**src/rtl/instr_enc.sv**
```systemverilog
// RV32 instruction encoder: packs decoded fields into instruction words, range-checks
// immediates and expands LI into LUI+ADDI, with valid/ready handshakes on both sides.
module instr_enc (
    input  logic        clk,
    input  logic        rst,
    input  logic        in_valid,
    output logic        in_ready,
    input  logic [2:0]  in_fmt,
    input  logic [6:0]  in_opcode,
    input  logic [4:0]  in_rd,
    input  logic [4:0]  in_rs1,
    input  logic [4:0]  in_rs2,
    input  logic [2:0]  in_funct3,
    input  logic [6:0]  in_funct7,
    input  logic [31:0] in_imm,
    output logic        out_valid,
    input  logic        out_ready,
    output logic [31:0] out_instr,
    output logic        out_err,
    output logic [15:0] count_instr
);
    localparam logic [6:0]  OP_IMM = 7'b0010011;
    localparam logic [6:0]  OP_LUI = 7'b0110111;
    localparam logic [31:0] NOP    = 32'h0000_0013;

    typedef enum logic [1:0] {EMPTY, FULL, FULL_LI} state_t;

    state_t      state_q, state_d;
    logic [31:0] out_instr_q, out_instr_d;
    logic [31:0] pend_q, pend_d;
    logic        out_err_q, out_err_d;
    logic [15:0] count_q, count_d;

    logic        in_hs, out_hs;
    logic        fits12, fits13, fits21;
    logic [11:0] lo;
    logic [19:0] hi;
    logic [31:0] new_word, li_addi;
    logic        new_err, new_two;

    assign out_valid   = (state_q != EMPTY);
    assign in_ready    = (state_q == EMPTY) | ((state_q == FULL) & out_ready);
    assign in_hs       = in_valid & in_ready;
    assign out_hs      = out_valid & out_ready;
    assign out_instr   = out_instr_q;
    assign out_err     = out_err_q;
    assign count_instr = count_q;

    // An immediate fits an N-bit signed field when all bits above N-1 match the sign bit.
    assign fits12 = (in_imm[31:11] == '0) | (in_imm[31:11] == '1);
    assign fits13 = (in_imm[31:12] == '0) | (in_imm[31:12] == '1);
    assign fits21 = (in_imm[31:20] == '0) | (in_imm[31:20] == '1);
    assign lo     = in_imm[11:0];
    // ADDI sign-extends lo, so the upper part must absorb the borrow from bit 11.
    assign hi     = in_imm[31:12] + {19'd0, in_imm[11]};

    always_comb begin
        new_word = NOP;
        new_err  = 1'b0;
        new_two  = 1'b0;
        li_addi  = {lo, in_rd, 3'b000, in_rd, OP_IMM};
        case (in_fmt)
            3'd0: new_word = {in_funct7, in_rs2, in_rs1, in_funct3, in_rd, in_opcode};
            3'd1: begin
                new_word = {in_imm[11:0], in_rs1, in_funct3, in_rd, in_opcode};
                new_err  = ~fits12;
            end
            3'd2: begin
                new_word = {in_imm[11:5], in_rs2, in_rs1, in_funct3, in_imm[4:0], in_opcode};
                new_err  = ~fits12;
            end
            3'd3: begin
                new_word = {in_imm[12], in_imm[10:5], in_rs2, in_rs1, in_funct3,
                            in_imm[4:1], in_imm[11], in_opcode};
                new_err  = ~fits13 | in_imm[0];
            end
            3'd4: begin
                new_word = {in_imm[31:12], in_rd, in_opcode};
                new_err  = (in_imm[11:0] != 12'd0);
            end
            3'd5: begin
                new_word = {in_imm[20], in_imm[10:1], in_imm[11], in_imm[19:12], in_rd, in_opcode};
                new_err  = ~fits21 | in_imm[0];
            end
            3'd6: begin
                if (fits12) begin
                    new_word = {lo, 5'd0, 3'b000, in_rd, OP_IMM};
                end else begin
                    new_word = {hi, in_rd, OP_LUI};
                    new_two  = (lo != 12'd0);
                end
            end
            default: new_err = 1'b1;
        endcase
    end

    always_comb begin
        state_d     = state_q;
        out_instr_d = out_instr_q;
        out_err_d   = out_err_q;
        pend_d      = pend_q;
        count_d     = out_hs ? count_q + 16'd1 : count_q;
        case (state_q)
            FULL_LI: begin
                if (out_hs) begin
                    out_instr_d = pend_q;
                    out_err_d   = 1'b0;
                    state_d     = FULL;
                end
            end
            default: begin
                if (in_hs) begin
                    out_instr_d = new_word;
                    out_err_d   = new_err;
                    pend_d      = li_addi;
                    state_d     = new_two ? FULL_LI : FULL;
                end else if (out_hs) begin
                    state_d = EMPTY;
                end
            end
        endcase
    end

    always_ff @(posedge clk) begin
        if (rst) begin
            state_q     <= EMPTY;
            out_instr_q <= 32'd0;
            out_err_q   <= 1'b0;
            pend_q      <= 32'd0;
            count_q     <= 16'd0;
        end else begin
            state_q     <= state_d;
            out_instr_q <= out_instr_d;
            out_err_q   <= out_err_d;
            pend_q      <= pend_d;
            count_q     <= count_d;
        end
    end
endmodule

```
**config.mk**
```make
export PLATFORM = sky130hd
export DESIGN_NAME = instr_enc
export DESIGN_NICKNAME = d
export VERILOG_FILES = /design/src/rtl/instr_enc.sv
export SDC_FILE = /design/constraint.sdc
export NUM_CORES = 1
export LEC_CHECK = 0
export BUFFER_PORTS_ARGS = -buffer_cell sky130_fd_sc_hd__buf_2
export CAP_MARGIN = 20
export CORE_MARGIN = 2
export CORE_UTILIZATION = 40
export DETAILED_ROUTE_END_ITERATION = 7
export MAX_ROUTING_LAYER = met4
export PLACE_DENSITY_LB_ADDON = 0.12
export SKIP_CTS_REPAIR_TIMING = 1
export SLEW_MARGIN = 20
export SYNTH_ARGS = -nofsm -noshare
export SYNTH_HDL_FRONTEND = slang
export SYNTH_SLANG_ARGS = --single-unit
```
**constraint.sdc**
```tcl
create_clock -name clk -period 1.7 [get_ports clk]
set_clock_uncertainty 0.1 [all_clocks]
set_input_delay 0.085 -clock clk [delete_from_list [all_inputs] [get_ports clk]]
set_output_delay 0.085 -clock clk [all_outputs]
set_load 0.02 [all_outputs]
```
# After elaboration in Yosys (flattened, before gate mapping)
# Index checks and enable logic that the tools add are counted.
# Widths: inputs -> output; s select.
[classes]
order_cmp = 0
reduce_logical = 14
shifts = 0
mux = 16
bitwise_logic = 13
multipliers = 0
eq_ne = 12
div_mod_pow = 0
n_addsub = 2
[ops]
columns = ["op", "count"]
rows = [
  ["$pmux 32 s7", 1],
  ["$mux 32", 4],
  ["$eq 21x21->1 const B", 1],
  ["$logic_not 21->1", 1],
  ["$add 20x1->20", 1],
  ["$eq 20x20->1 const B", 1],
  ["$logic_not 20->1", 1],
  ["$add 16x1->16 const B", 1],
  ["$eq 12x12->1 const B", 1],
  ["$logic_not 12->1", 1],
  ["$reduce_bool 12->1", 1],
  ["$mux 2", 5],
  ["$eq 3x3->1 const B", 3],
  ["$eq 3x2->1 const B", 2],
  ["$or 1x1->1", 6],
  ["$reduce_and 2->1", 3],
  ["$reduce_bool 2->1", 3],
  ["$mux 1", 5],
  ["$pmux 1 s5", 1],
  ["$not 1->1", 4],
  ["$reduce_or 2->1", 2],
  ["$and 1x1->1", 3],
  ["$eq 3x1->1 const B", 1],
  ["$logic_not 3->1", 1],
  ["4 further kinds", 4],
]
[totals]
rom_bits = 0
latch_bits = 0
wordCells = 62
mem_count = 0
reg_bits = 76
output_inout_bits = 51
ramBits = 0
inputBits = 71

# Depth between registers and ports, before layout
# Gate-level depths: netlist of run 1.
[depth]
word_depth = 7
ltp_mapped = 9
ltp_nobuf = 7

# Worst setup path after synthesis of run 1
# OpenSTA, ideal clock, no wires.
[synth_timing]
kind = "register to register"
startpoint = "register count_q[3] (netlist: count_instr[3])"
endpoint = "register count_q[13] (netlist: count_instr[13])"
path_buffers = 0
arrival_time_ps = 1499
required_ps = 1472
synth_period_minus_slack_ps = 1726
setup_time_ps = 128
stages_incl_launch_ff = 7
path_slack_ps = -26
cell_sequence = "dfxtp_1 -> and4_1 -> nand4_1 -> nor3_1 -> nand3_1 -> xor2_1 -> nor2_1"
[synth_between]
elab_chain_len = 1
[synth_rtl]
columns = ["item", "line_no", "rtl"]
rows = [
  ["start, declared", "32", "logic [15:0] count_q, count_d;"],
  ["start signal, assigned", "136", "count_q <= count_d;"],
  ["$add 16x1->16", "102", "count_d = out_hs ? count_q + 16'd1 : count_q;"],
]
# No other way between the ends.
# A chain may end at the register's enable or synchronous reset.

# Worst setup path after layout of run 1
[layout_timing]
startpoint = "register state_q[1]"
endpoint = "register out_instr_q[22] (netlist: out_instr[22])"
[layout_between]
elab_chain_len = 6
word_cells_on_any_way = 12
classes_between = "3 x eq/ne; 1 x mux; 4 x bitwise; 4 x reduce/logical"
[layout_rtl]
columns = ["item", "line_no", "rtl"]
rows = [
  ["start, declared", "28", "state_t state_q, state_d;"],
  ["start signal, assigned", "132", "state_q <= state_d;"],
  ["$eq 2x1->1", "42", "assign in_ready = (state_q == EMPTY) | ((state_q == FULL) & out_ready);"],
  ["$and 1x1->1", "42", ""],
  ["$or 1x1->1", "42", ""],
  ["$and 1x1->1", "43", "assign in_hs = in_valid & in_ready;"],
  ["$reduce_bool 2->1 (no source line)", "--", ""],
  ["$reduce_and 2->1 (no source line)", "--", ""],
  ["end signal, assigned", "133", "out_instr_q <= out_instr_d;"],
  ["end, declared", "29", "logic [31:0] out_instr_q, out_instr_d;"],
]
# Several ways; a longest one is shown, not always the timed one.

==> metrics.log, run 1 <==
INFO  metric kind_of_cell_adding_the_most_delay_to_the_critical_path = compound AO/OA/AOI/OAI gates
INFO  metric synthFlopType = sky130_fd_sc_hd__dfxtp_1
INFO  metric rr_endpoint = out_instr[22]
INFO  metric worst_hold_startpoint = in_opcode[0]
INFO  metric count_of_flip_flops_with_a_built_in_enable_after_synthesis = 0
INFO  metric critPathCaptureType = flop
INFO  metric achievable_frequency = 568 MHz
INFO  metric core_area = 10300 µm²
INFO  metric path_cells = mux2i_4, o2bb2ai_4, buf_6, and3_1, a21oi_1, o211a_1, a211oi_2
INFO  metric clkTransAtPathRegs = about 0.090 ns
INFO  metric violations = hold timing, setup timing
INFO  metric final.min_clock_period = 1.76 ns
INFO  metric antenna_found_initial = 0
INFO  metric start_kind = flop
INFO  metric area_growth = 52.2%
INFO  metric status = finished, violations left
INFO  metric path_max_fanout = 6
INFO  metric worst_hold_slack = -0.0214 ns
INFO  metric die_w = between 100 and 150 µm
INFO  metric max_slew.worst_pin.slew = just under 0.7 ns
INFO  metric floorplan.die.height = 107 µm
INFO  metric synth.cell_area = 4220 µm²
INFO  metric clock_sink_count = slightly below 70
INFO  metric worst_endpoint_required_time = 1.84 ns
INFO  metric worst-endpoint-arrival = 1.90 ns
INFO  metric timing.critical_path.slowest_cell_delay = 0.41 ns
INFO  metric final_cell_area = 6420 µm²
INFO  metric synth.area.top_cells = sky130_fd_sc_hd__dfxtp_1 33%, sky130_fd_sc_hd__nand2_1 6.7%, sky130_fd_sc_hd__a21oi_1 6.3%
INFO  metric number_of_buffers_created_by_cts = 9
INFO  metric cts_tree = built
INFO  metric r2r_cells = 7
INFO  metric timing.hold.worst_endpoint = out_instr[0]
INFO  metric total_leakage_power = 2.84 nW
INFO  metric initialDrtViolationCount = a little under 400
INFO  metric layout-drive-gt1-share = 0.409
INFO  metric cap_viol_max_count = 0
INFO  metric cts_max_level = 3
INFO  metric synthesis.instances = about 540
INFO  metric grt_start_max_net_pins = 38
INFO  metric synth_largest_type_area_fraction = 0.327
INFO  metric grt_util_all_layers = 0.287
INFO  metric grt_pass1_vias = 4765
INFO  metric clock-root-buffer = sky130_fd_sc_hd__clkbuf_8
INFO  metric timing.final.crit_share = 1.04
INFO  metric worst_ir_drop_vdd = 403 µV
INFO  metric dp_hpwl = approximately 12 mm
INFO  metric setup-violations-final = 3
INFO  metric port-buffer-count = 121
INFO  metric layout_setup_ws = -0.0620 ns
INFO  metric crit_type = flop to flop
INFO  metric antenna_left = 0
INFO  metric synthesis.nets = 617
INFO  metric num_antenna_cells = 0
INFO  metric num_io_pins = 122
INFO  metric drt_first_pass_iters = 8
INFO  metric place.gp.congestion = around 1
INFO  metric postRouteWirelength = 16.3 mm
INFO  metric rows = 37
INFO  metric grt_remaining_overflow = 0
INFO  metric min_delay_path_depth = 3
INFO  metric worst_path_max_delay_cell = sky130_fd_sc_hd__dfxtp_4
INFO  metric synthesis.yosys.warnings = 0
INFO  metric postSynthRegisterBits = 69
INFO  metric crit-reg2reg-launch = state_q[1]
INFO  metric placed_cell_area = 5720 µm²
INFO  metric grt_first_pass_wirelength = between 20 and 25 mm
INFO  metric postSynthAreaPerCell = around 7.8 µm²
INFO  metric avgRoutedWirePerCell = 17.6 µm
INFO  metric synth_seq_area_share = 0.327
INFO  metric yosysTopAreaCell = sky130_fd_sc_hd__dfxtp_1
INFO  metric powerDensity = 685 nW/µm²
INFO  metric initial_utilization = 0.410
INFO  metric design.die.area = approximately 11000 µm²
INFO  metric yosysUniqueCellTypes = 62
INFO  metric finalHoldViolCount = 2
INFO  metric ys_async_sr_fraction = 0
INFO  metric design_power_total = 0.00440 W
INFO  metric routed_via_density = roughly 5.5
INFO  metric r2r_slack = -0.06 ns
INFO  metric critical_path_buf_inv_count = 1
INFO  metric cts_max_path_buffers = 2
INFO  metric max-slew-margin-rel = 0.532
INFO  metric drt_drc_violations_left = 0
INFO  metric nNetsFinal = 860
INFO  metric setup_total_negative_slack = -0.0902 ns
INFO  metric nFillCells = 959
INFO  metric hp-class = input port to flop
INFO  metric dp_slack = -0.173 ns
INFO  metric route.vias.total = approximately 5100
INFO  metric unrepaired_setup_endpoints_after_global_routing = yes
INFO  metric clkLatencyLatePin = around 0.35 ns
INFO  metric report.final.slew_viol_count = 0
[how the worst max path moves through the flow]
stage	startpoint	to	slack (ns)	cells after the start
2_1_floorplan	in_imm[11]	out_instr[30]	0.02	9
3_3_place_gp	in_imm[28]	out_instr[12]	-0.16	8
3_5_place_dp	in_imm[11]	out_instr[29]	-0.17	8
4_1_cts	state_q[1]	out_instr[23]	-0.17	8
5_1_grt	state_q[1]	count_instr[15]	-0.1	7
6_report	state_q[1]	out_instr[22]	-0.06	7
[cell families (layout without fill, tap and decap cells)]
family,after synthesis,count (layout),synth area share
XOR/XNOR,29,29,0.0602
AO/OA/AOI/OAI,157,157,0.253
buffers and inverters,50,298,0.0575
multiplexers,12,12,0.0291
AND/OR/NAND/NOR,221,221,0.260
flip-flops,69,69,0.327
adder cells (fa/ha/maj),4,4,0.0119
[per-stage QoR]
stage / std cells / hold slack, ns / utilization
2_1_floorplan: 542 / 0.121 / -
3_3_place_gp: 882 / 0.238 / 0.557
3_5_place_dp: 882 / 0.250 / 0.557
4_1_cts: 898 / -0.127 / 0.576
5_1_grt: 926 / 0.000956 / 0.625
6_report: 926 / -0.0214 / 0.625
[per-layer routing]
layer,share of wire,vias up,track usage,wire length (µm)
met5,0,-,-,0
met4,0.0095,0,0.0408,154
met3,0.079,14,0.0444,1280
met2,0.46,217,0.448,7430
met1,0.45,2397,0.405,7400
li1,-,2455,-,-
[power breakdown]
part	internal, W	switching (W)	leakage [nW]	total [W]
combinational	0.000555	0.000670	2.17	0.00123
clock	0.000683	0.000719	0.0996	0.00140
sequential	0.00171	0.0000600	0.567	0.00177
[placed cells by master (no fill, tap or decap), types with 4 or more instances in the layout]
master / instances
sky130_fd_sc_hd__buf_2: 121
sky130_fd_sc_hd__buf_4: 119
sky130_fd_sc_hd__nand2_1: 72
sky130_fd_sc_hd__dfxtp_1: 66
sky130_fd_sc_hd__a21oi_1: 50
sky130_fd_sc_hd__nor2_1: 46
sky130_fd_sc_hd__nand3_1: 24
sky130_fd_sc_hd__o21ai_0: 23
sky130_fd_sc_hd__dlygate4sd3_1: 19
sky130_fd_sc_hd__xor2_1: 18
sky130_fd_sc_hd__buf_6: 13
sky130_fd_sc_hd__a22oi_1: 12
sky130_fd_sc_hd__nor3_1: 11
sky130_fd_sc_hd__inv_1: 10
sky130_fd_sc_hd__xnor2_1: 10
sky130_fd_sc_hd__mux2i_1: 9
sky130_fd_sc_hd__clkbuf_8: 9
sky130_fd_sc_hd__nor4_1: 8
sky130_fd_sc_hd__and3_1: 8
sky130_fd_sc_hd__a31oi_1: 8
sky130_fd_sc_hd__a221oi_1: 6
sky130_fd_sc_hd__nand4_1: 6
sky130_fd_sc_hd__nor2b_1: 5
sky130_fd_sc_hd__a221oi_2: 5
sky130_fd_sc_hd__a22o_1: 5
sky130_fd_sc_hd__o31ai_1: 5
sky130_fd_sc_hd__nor4_2: 4
sky130_fd_sc_hd__nor3_2: 4
sky130_fd_sc_hd__nor2_2: 4
sky130_fd_sc_hd__or3_1: 4
sky130_fd_sc_hd__ha_1: 4
[cells in the mapped netlist (3+ instances only)]
cell type / n
sky130_fd_sc_hd__a211oi_1: 3
sky130_fd_sc_hd__a21o_1: 3
sky130_fd_sc_hd__a21oi_1: 53
sky130_fd_sc_hd__a221oi_1: 12
sky130_fd_sc_hd__a22o_1: 5
sky130_fd_sc_hd__a22oi_1: 12
sky130_fd_sc_hd__a311oi_1: 3
sky130_fd_sc_hd__a31oi_1: 8
sky130_fd_sc_hd__a32oi_1: 3
sky130_fd_sc_hd__and2_1: 3
sky130_fd_sc_hd__and3_1: 11
sky130_fd_sc_hd__buf_1: 3
sky130_fd_sc_hd__buf_2: 14
sky130_fd_sc_hd__buf_6: 5
sky130_fd_sc_hd__clkbuf_1: 18
sky130_fd_sc_hd__dfxtp_1: 69
sky130_fd_sc_hd__ha_1: 4
sky130_fd_sc_hd__inv_1: 10
sky130_fd_sc_hd__mux2i_1: 10
sky130_fd_sc_hd__nand2_1: 75
sky130_fd_sc_hd__nand3_1: 24
sky130_fd_sc_hd__nand4_1: 6
sky130_fd_sc_hd__nor2_1: 50
sky130_fd_sc_hd__nor2b_1: 8
sky130_fd_sc_hd__nor3_1: 13
sky130_fd_sc_hd__nor4_1: 9
sky130_fd_sc_hd__nor4_2: 3
sky130_fd_sc_hd__o211ai_1: 3
sky130_fd_sc_hd__o21ai_0: 25
sky130_fd_sc_hd__o31ai_1: 5
sky130_fd_sc_hd__or3_1: 4
sky130_fd_sc_hd__xnor2_1: 11
sky130_fd_sc_hd__xor2_1: 18
[worst min-delay path: stages]
cell and delay, ns:
sky130_fd_sc_hd__buf_2 0.08, sky130_fd_sc_hd__o21ai_0 0.08, sky130_fd_sc_hd__a31oi_1 0.15
[flip-flops by register name, indices dropped and copies added (netlist names)]
register,count
state_q,2
out_instr,32
pend_q,18
count_instr,16
out_err,1
[area by class of cell]
type | instances | area, µm² | share of cell area
Sequential cell | 69 | 1390 | 0.216
Tap cell | 136 | 170 | 0.0265
Clock inverter | 7 | 73.8 | 0.0115
Inverter | 10 | 37.5 | 0.00585
Timing Repair Buffer | 272 | 1840 | 0.286
Multi-Input combinational cell | 423 | 2790 | 0.435
Clock buffer | 9 | 124 | 0.0193
No activity file was read; power rests on OpenSTA's default activity.
==> run 2, diff against run 1 <==
Settings changed: ABC_AREA set to 1, CORE_UTILIZATION 40 to 35.
==> metrics.log, run 2 <==
INFO  metric worst_path_max_delay_cell = sky130_fd_sc_hd__dfxtp_2
INFO  metric violations = hold timing
INFO  metric synth.area.top_cells = sky130_fd_sc_hd__dfxtp_1 32%, sky130_fd_sc_hd__nand2_1 17%, sky130_fd_sc_hd__o21ai_0 7.0%
INFO  metric place.gp.congestion = 0.918
INFO  metric synth.cell_area = 4260 µm²
INFO  metric final_cell_area = 5970 µm²
INFO  metric initial_utilization = 0.356
INFO  metric postRouteWirelength = 15.0 mm
INFO  metric num_io_pins = 122
INFO  metric crit-reg2reg-launch = state_q[0]
INFO  metric synth_seq_area_share = 0.324
INFO  metric kind_of_cell_adding_the_most_delay_to_the_critical_path = buffers and inverters
INFO  metric layout-drive-gt1-share = 0.297
INFO  metric avgRoutedWirePerCell = between 10 and 15 µm
INFO  metric rows = 40
INFO  metric synthFlopType = sky130_fd_sc_hd__dfxtp_1
INFO  metric nFillCells = 1230
INFO  metric finalHoldViolCount = 6
INFO  metric cap_viol_max_count = 0
INFO  metric r2r_slack = around 0.056 ns
INFO  metric design.die.area = 13100 µm²
INFO  metric rr_endpoint = out_instr[29]
INFO  metric clkTransAtPathRegs = roughly 0.06 ns
INFO  metric max_slew.worst_pin.slew = 0.466 ns
INFO  metric clock-root-buffer = sky130_fd_sc_hd__clkbuf_16
INFO  metric critPathCaptureType = flop
INFO  metric core_area = about 12000 µm²
INFO  metric synthesis.yosys.warnings = 0
INFO  metric num_antenna_cells = 0
INFO  metric clock_sink_count = 69
INFO  metric grt_util_all_layers = 0.236
INFO  metric yosysUniqueCellTypes = 36
INFO  metric start_kind = flop
INFO  metric setup-violations-final = 0
INFO  metric floorplan.die.height = 114 µm
INFO  metric timing.hold.worst_endpoint = pend_q[18]
INFO  metric worst_hold_startpoint = in_rd[3]
INFO  metric synth_largest_type_area_fraction = 0.324
INFO  metric drt_drc_violations_left = 0
INFO  metric postSynthRegisterBits = a little under 70
INFO  metric total_leakage_power = ~2.9 nW
INFO  metric worst_ir_drop_vdd = 438 µV
INFO  metric layout.cells.most_common = sky130_fd_sc_hd__nand2_1
INFO  metric worst_path_most_repeated_cell = sky130_fd_sc_hd__buf_4
INFO  metric cts_max_level = 3
INFO  metric path_cells = buf_4, nor2_1, buf_6, clkinvlp_4, buf_4, nand2_1, a21oi_2
INFO  metric cts_tree = built
INFO  metric crit_type = flop to flop
INFO  metric ys_async_sr_fraction = 0
INFO  metric mostFrequentLayoutCells = 185 x sky130_fd_sc_hd__nand2_1, 121 x sky130_fd_sc_hd__buf_2, 75 x sky130_fd_sc_hd__nor2_1
INFO  metric hp-class = input port to flop
INFO  metric synthesis.instances = 678
INFO  metric die_w = between 100 and 150 µm
INFO  metric grt_remaining_overflow = 0
INFO  metric status = finished, violations left
INFO  metric largest_register_ff_count = 32
INFO  metric port-buffer-count = 121
INFO  metric initialDrtViolationCount = 298
INFO  metric nNetsFinal = 928
INFO  metric max-slew-margin-rel = 0.686
INFO  metric antenna_left = 0
INFO  metric post_layout_nonfiller_instances = 1005
INFO  metric number_of_buffers_created_by_cts = 9
INFO  metric count_of_flip_flops_with_a_built_in_enable_after_synthesis = 0
INFO  metric report.final.slew_viol_count = 0
INFO  metric yosysTopAreaCell = sky130_fd_sc_hd__dfxtp_1
INFO  metric placed_cell_area = 5330 µm²
INFO  metric area_growth = 40.1%
INFO  metric grt_pass1_vias = ~4600
INFO  metric achievable_frequency = a little over 600 MHz
INFO  metric grt_first_pass_wirelength = about 24 mm
INFO  metric worst-endpoint-arrival = 1.77 ns
INFO  metric antenna_found_initial = 0
INFO  metric timing.critical_path.slowest_cell_delay = 0.32 ns
INFO  metric critical_path_buf_inv_count = 4
INFO  metric drt_first_pass_iters = 5
INFO  metric dp_hpwl = 11.6 mm
INFO  metric cell_with_the_most_instances_after_synthesis = sky130_fd_sc_hd__nand2_1
INFO  metric timing.final.crit_share = 0.967
INFO  metric worst_endpoint_required_time = ~1.8 ns
INFO  metric min_delay_path_depth = 3
INFO  metric routed_via_density = 5.01
INFO  metric worst_hold_slack = -0.0405 ns
INFO  metric r2r_cells = 7
INFO  metric grt_start_max_net_pins = 45
INFO  metric path_max_fanout = 14
INFO  metric synth.top_cells.by_count = 188 x sky130_fd_sc_hd__nand2_1, 78 x sky130_fd_sc_hd__nor2_1, 69 x sky130_fd_sc_hd__dfxtp_1, 60 x sky130_fd_sc_hd__o21ai_0, 56 x sky130_fd_sc_hd__inv_1
INFO  metric powerDensity = 841 nW/µm²
INFO  metric place_inst = a little under 1000
INFO  metric cts_max_path_buffers = 2
INFO  metric final.min_clock_period = 1.64 ns
INFO  metric postSynthAreaPerCell = 6.28 µm²
INFO  metric route.vias.total = 5033
INFO  metric clkLatencyLatePin = 0.34 ns
INFO  metric synthesis.nets = 753
INFO  metric unrepaired_setup_endpoints_after_global_routing = yes
run 2: worst max path at each step:
stage | end | depth (start not counted) | slack (ns) | start
after global routing | count_instr[14] | 11 | -0.05 | state_q[0]
final | out_instr[29] | 7 | 0.06 | state_q[0]
after detailed placement | out_instr[17] | 10 | -0.17 | in_imm[12]
after floorplan | count_instr[14] | 11 | 0.003 | state_q[0]
after global placement | out_instr[17] | 10 | -0.20 | in_imm[12]
after CTS | count_instr[14] | 11 | -0.12 | state_q[1]
run 2: stage by stage:
step | util | power (W) | worst slack [ns] | setup TNS, ns
floorplan | - | 0.00237 | 0.00308 | 0
global route | 0.499 | 0.00524 | -0.0490 | -0.282
detailed placement | 0.446 | 0.00280 | -0.174 | -1.02
finish | 0.499 | 0.00502 | 0.0562 | 0
CTS | 0.475 | 0.00499 | -0.118 | -0.173
global placement | 0.446 | 0.00279 | -0.196 | -0.451
run 2: kinds of logic (layout without fill, tap and decap cells):
family	after synthesis	count (layout)	share of synthesized area
simple gates	344	344	0.342
compound gates	161	161	0.215
buf+inv	89	269	0.0843
flops	69	69	0.324
xor+xnor	11	11	0.0226
fa+ha+maj	4	4	0.0117
run 2: per-layer routing:
metal / vias to the layer above / track usage / wire length, µm / share of wire
met4: 0 / 0.0732 / 303 / 0.020
met3: 20 / 0.0381 / 818 / 0.055
met5: - / - / 0 / 0
met1: 2264 / 0.312 / 6940 / 0.46
met2: 160 / 0.371 / 6930 / 0.46
li1: 2589 / - / - / -
run 2: final cells by class:
cell class,instances,area [µm²],area share
repair buffers,190,1190,0.200
flip-flops and latches,69,1390,0.232
clock inverters,5,106,0.0178
well taps,147,184,0.0308
clock buffers,11,243,0.0407
inverters,63,243,0.0407
multi-input cells,520,2610,0.438
run 2: worst register-to-register path: stages, from the launching register on:
cell,delay (ns)
sky130_fd_sc_hd__dfxtp_2,0.32
sky130_fd_sc_hd__buf_4,0.14
sky130_fd_sc_hd__nor2_1,0.23
sky130_fd_sc_hd__buf_6,0.23
sky130_fd_sc_hd__clkinvlp_4,0.19
sky130_fd_sc_hd__buf_4,0.20
sky130_fd_sc_hd__nand2_1,0.09
sky130_fd_sc_hd__a21oi_2,0.05
run 2: power by group:
part | total, W | leakage (nW) | switching, W | internal (W)
combinational | 0.00103 | 2.13 | 0.000634 | 0.000396
clock | 0.00219 | 0.166 | 0.000716 | 0.00148
sequential | 0.00179 | 0.569 | 0.0000613 | 0.00173
total | 0.00502 | 2.87 | 0.00141 | 0.00361
==> run 3, diff against run 2 <==
Settings changed: ABC_AREA 1 to unset, CORE_MARGIN 2 to unset.
==> metrics.log, run 3 (synthesis gave the netlist of run 1 again) <==
INFO  metric status = finished, violations left
INFO  metric violations = DRC, hold timing, setup timing
INFO  metric dp_hpwl = around 12 mm
INFO  metric mostFrequentLayoutCells = 121 x sky130_fd_sc_hd__buf_2, 106 x sky130_fd_sc_hd__buf_4, 73 x sky130_fd_sc_hd__nand2_1
INFO  metric unrepaired_setup_endpoints_after_global_routing = yes
INFO  metric max-slew-margin-rel = 0.598
INFO  metric grt_remaining_overflow = 0
INFO  metric number_of_buffers_created_by_cts = 9
INFO  metric avgRoutedWirePerCell = between 15 and 20 µm
INFO  metric layout.cells.most_common = sky130_fd_sc_hd__buf_2
INFO  metric clock_sink_count = around 70
INFO  metric nNetsFinal = 845
INFO  metric setup-violations-final = 1
INFO  metric hp-class = input port to flop
INFO  metric crit_type = flop to flop
INFO  metric initialDrtViolationCount = 382
INFO  metric cts_tree = built
INFO  metric antenna_left = 0
INFO  metric dr_wl_met3 = about 950 µm
INFO  metric worst_path_max_delay_cell = sky130_fd_sc_hd__dfxtp_4
INFO  metric antenna_found_initial = 0
INFO  metric place.gp.congestion = 0.926
INFO  metric floorplan.die.height = 112 µm
INFO  metric final.min_clock_period = about 1.7 ns
INFO  metric worst-endpoint-arrival = 1.86 ns
INFO  metric postRouteWirelength = around 16 mm
INFO  metric clkLatencyLatePin = 0.34 ns
INFO  metric top_layer = met4
INFO  metric finish.utilization = 0.555
INFO  metric report.final.slew_viol_count = 0
INFO  metric detailroute.wirelength.met2 = between 7 and 8 mm
INFO  metric worst_hold_slack = -0.0316 ns
INFO  metric grt_pass1_vias = just under 5000
INFO  metric grt_util_all_layers = 0.267
INFO  metric achievable_frequency = around 600 MHz
INFO  metric routed_via_density = 5.43
INFO  metric grt_start_max_net_pins = 35
INFO  metric cts_max_path_buffers = 2
INFO  metric total_leakage_power = around 2.9 nW
INFO  metric clock-root-buffer = sky130_fd_sc_hd__clkbuf_16
INFO  metric worst_ir_drop_vdd = 462 µV
INFO  metric rows = 39
INFO  metric path_max_fanout = 8
INFO  metric start_kind = flop
INFO  metric worst_path_most_repeated_cell = sky130_fd_sc_hd__and3_1
INFO  metric drt_first_pass_iters = 7
INFO  metric die_w = 112 µm
INFO  metric timing.final.crit_share = 1.00
INFO  metric cts_max_level = 3
INFO  metric area_growth = 52.1%
INFO  metric worst_endpoint_required_time = 1.85 ns
INFO  metric core_area = 11600 µm²
INFO  metric layout_setup_ws = -0.00401 ns
INFO  metric largest_register_ff_count = 32
INFO  metric grt_first_pass_wirelength = 25.3 mm
INFO  metric clkTransAtPathRegs = 0.06 ns
INFO  metric num_io_pins = about 120
INFO  metric num_antenna_cells = 0
INFO  metric cap_viol_max_count = 0
INFO  metric design.die.area = 12500 µm²
INFO  metric powerDensity = 764 nW/µm²
INFO  metric route.vias.total = 4988
INFO  metric max_slew.worst_pin.slew = 0.596 ns
INFO  metric timing.critical_path.slowest_cell_delay = 0.37 ns
INFO  metric drt_drc_violations_left = 7
INFO  metric port-buffer-count = 121
INFO  metric length_of_routed_wiring_on_met1 = 7.78 mm
INFO  metric path_cells = mux2i_2, o2bb2ai_1, buf_6, and3_1, a21oi_2, and3_1, a221oi_1
INFO  metric critPathCaptureType = flop
INFO  metric initial_utilization = 0.365
INFO  metric layout-drive-gt1-share = 0.391
INFO  metric finalHoldViolCount = 6
run 3: changes by cell type in the layout (fill, tap and decap cells not counted), moves of 7 or more:
cell	previous run	this run
sky130_fd_sc_hd__xnor2_1	0	10
sky130_fd_sc_hd__nand3_1	31	23
sky130_fd_sc_hd__mux2i_1	0	9
sky130_fd_sc_hd__nor4_1	1	8
sky130_fd_sc_hd__nand2_2	14	2
sky130_fd_sc_hd__xor2_1	11	18
sky130_fd_sc_hd__buf_4	54	106
sky130_fd_sc_hd__inv_2	7	0
sky130_fd_sc_hd__nand2_1	185	73
sky130_fd_sc_hd__o21ai_0	57	24
sky130_fd_sc_hd__inv_1	54	10
sky130_fd_sc_hd__and3_1	0	10
sky130_fd_sc_hd__nor2_1	75	49
sky130_fd_sc_hd__o22ai_1	7	0
run 3: path summary, 6_finish.rpt:
| check | slack, ns | depth (start not counted) | startpoint | end |
|---|---|---|---|---|
| worst min-delay path | -0.03 | 3 | in_imm[2] | pend_q[22] |
| worst max register to register | -0.004 | 7 | state_q[1] | out_instr[23] |
| worst max-delay path | -0.004 | 7 | state_q[1] | out_instr[23] |
| worst min register to register | 0.36 | 2 | pend_q[20] | pend_q[20] |
run 3: through the flow:
stage	total power [W]	worst slack, ns	cells	TNS (ns)	area (µm²)
2_1_floorplan	0.00234	0.0177	542	0	4220
3_3_place_gp	0.00289	-0.178	879	-2.09	5710
3_5_place_dp	0.00290	-0.219	879	-2.79	5710
4_1_cts	0.00481	-0.186	895	-1.18	6010
5_1_grt	0.00508	-0.107	918	-1.19	6410
6_report	0.00490	-0.00401	918	-0.00401	6410
run 3: cell type report:
cell class / instances / area (µm²)
inverter: 10 / 37.5
tap: 143 / 179
timing repair buffer: 257 / 1770
sequential: 69 / 1390
fill: 1094 / 5150
multi-input combinational: 423 / 2740
clock inverter: 5 / 58.8
clock buffer: 11 / 243
run 3: critical path: cells and delay by family (launching register included):
family          cells  cell delay [ns]
mux                 1             0.16
buf+inv             1             0.17
compound gates      3             0.49
simple gates        2             0.32
flops               1             0.37
run 3: where the power goes:
group / switching [W] / internal, W
sequential: 0.0000604 / 0.00171
combinational: 0.000660 / 0.000544
clock: 0.000747 / 0.00118
total: 0.00147 / 0.00343
run 3: metal layers:
metal	track usage	vias to the layer above
li1	-	2437
met1	0.362	2367
met2	0.400	169
met3	0.0403	15
met4	0.0982	0
met5	-	-
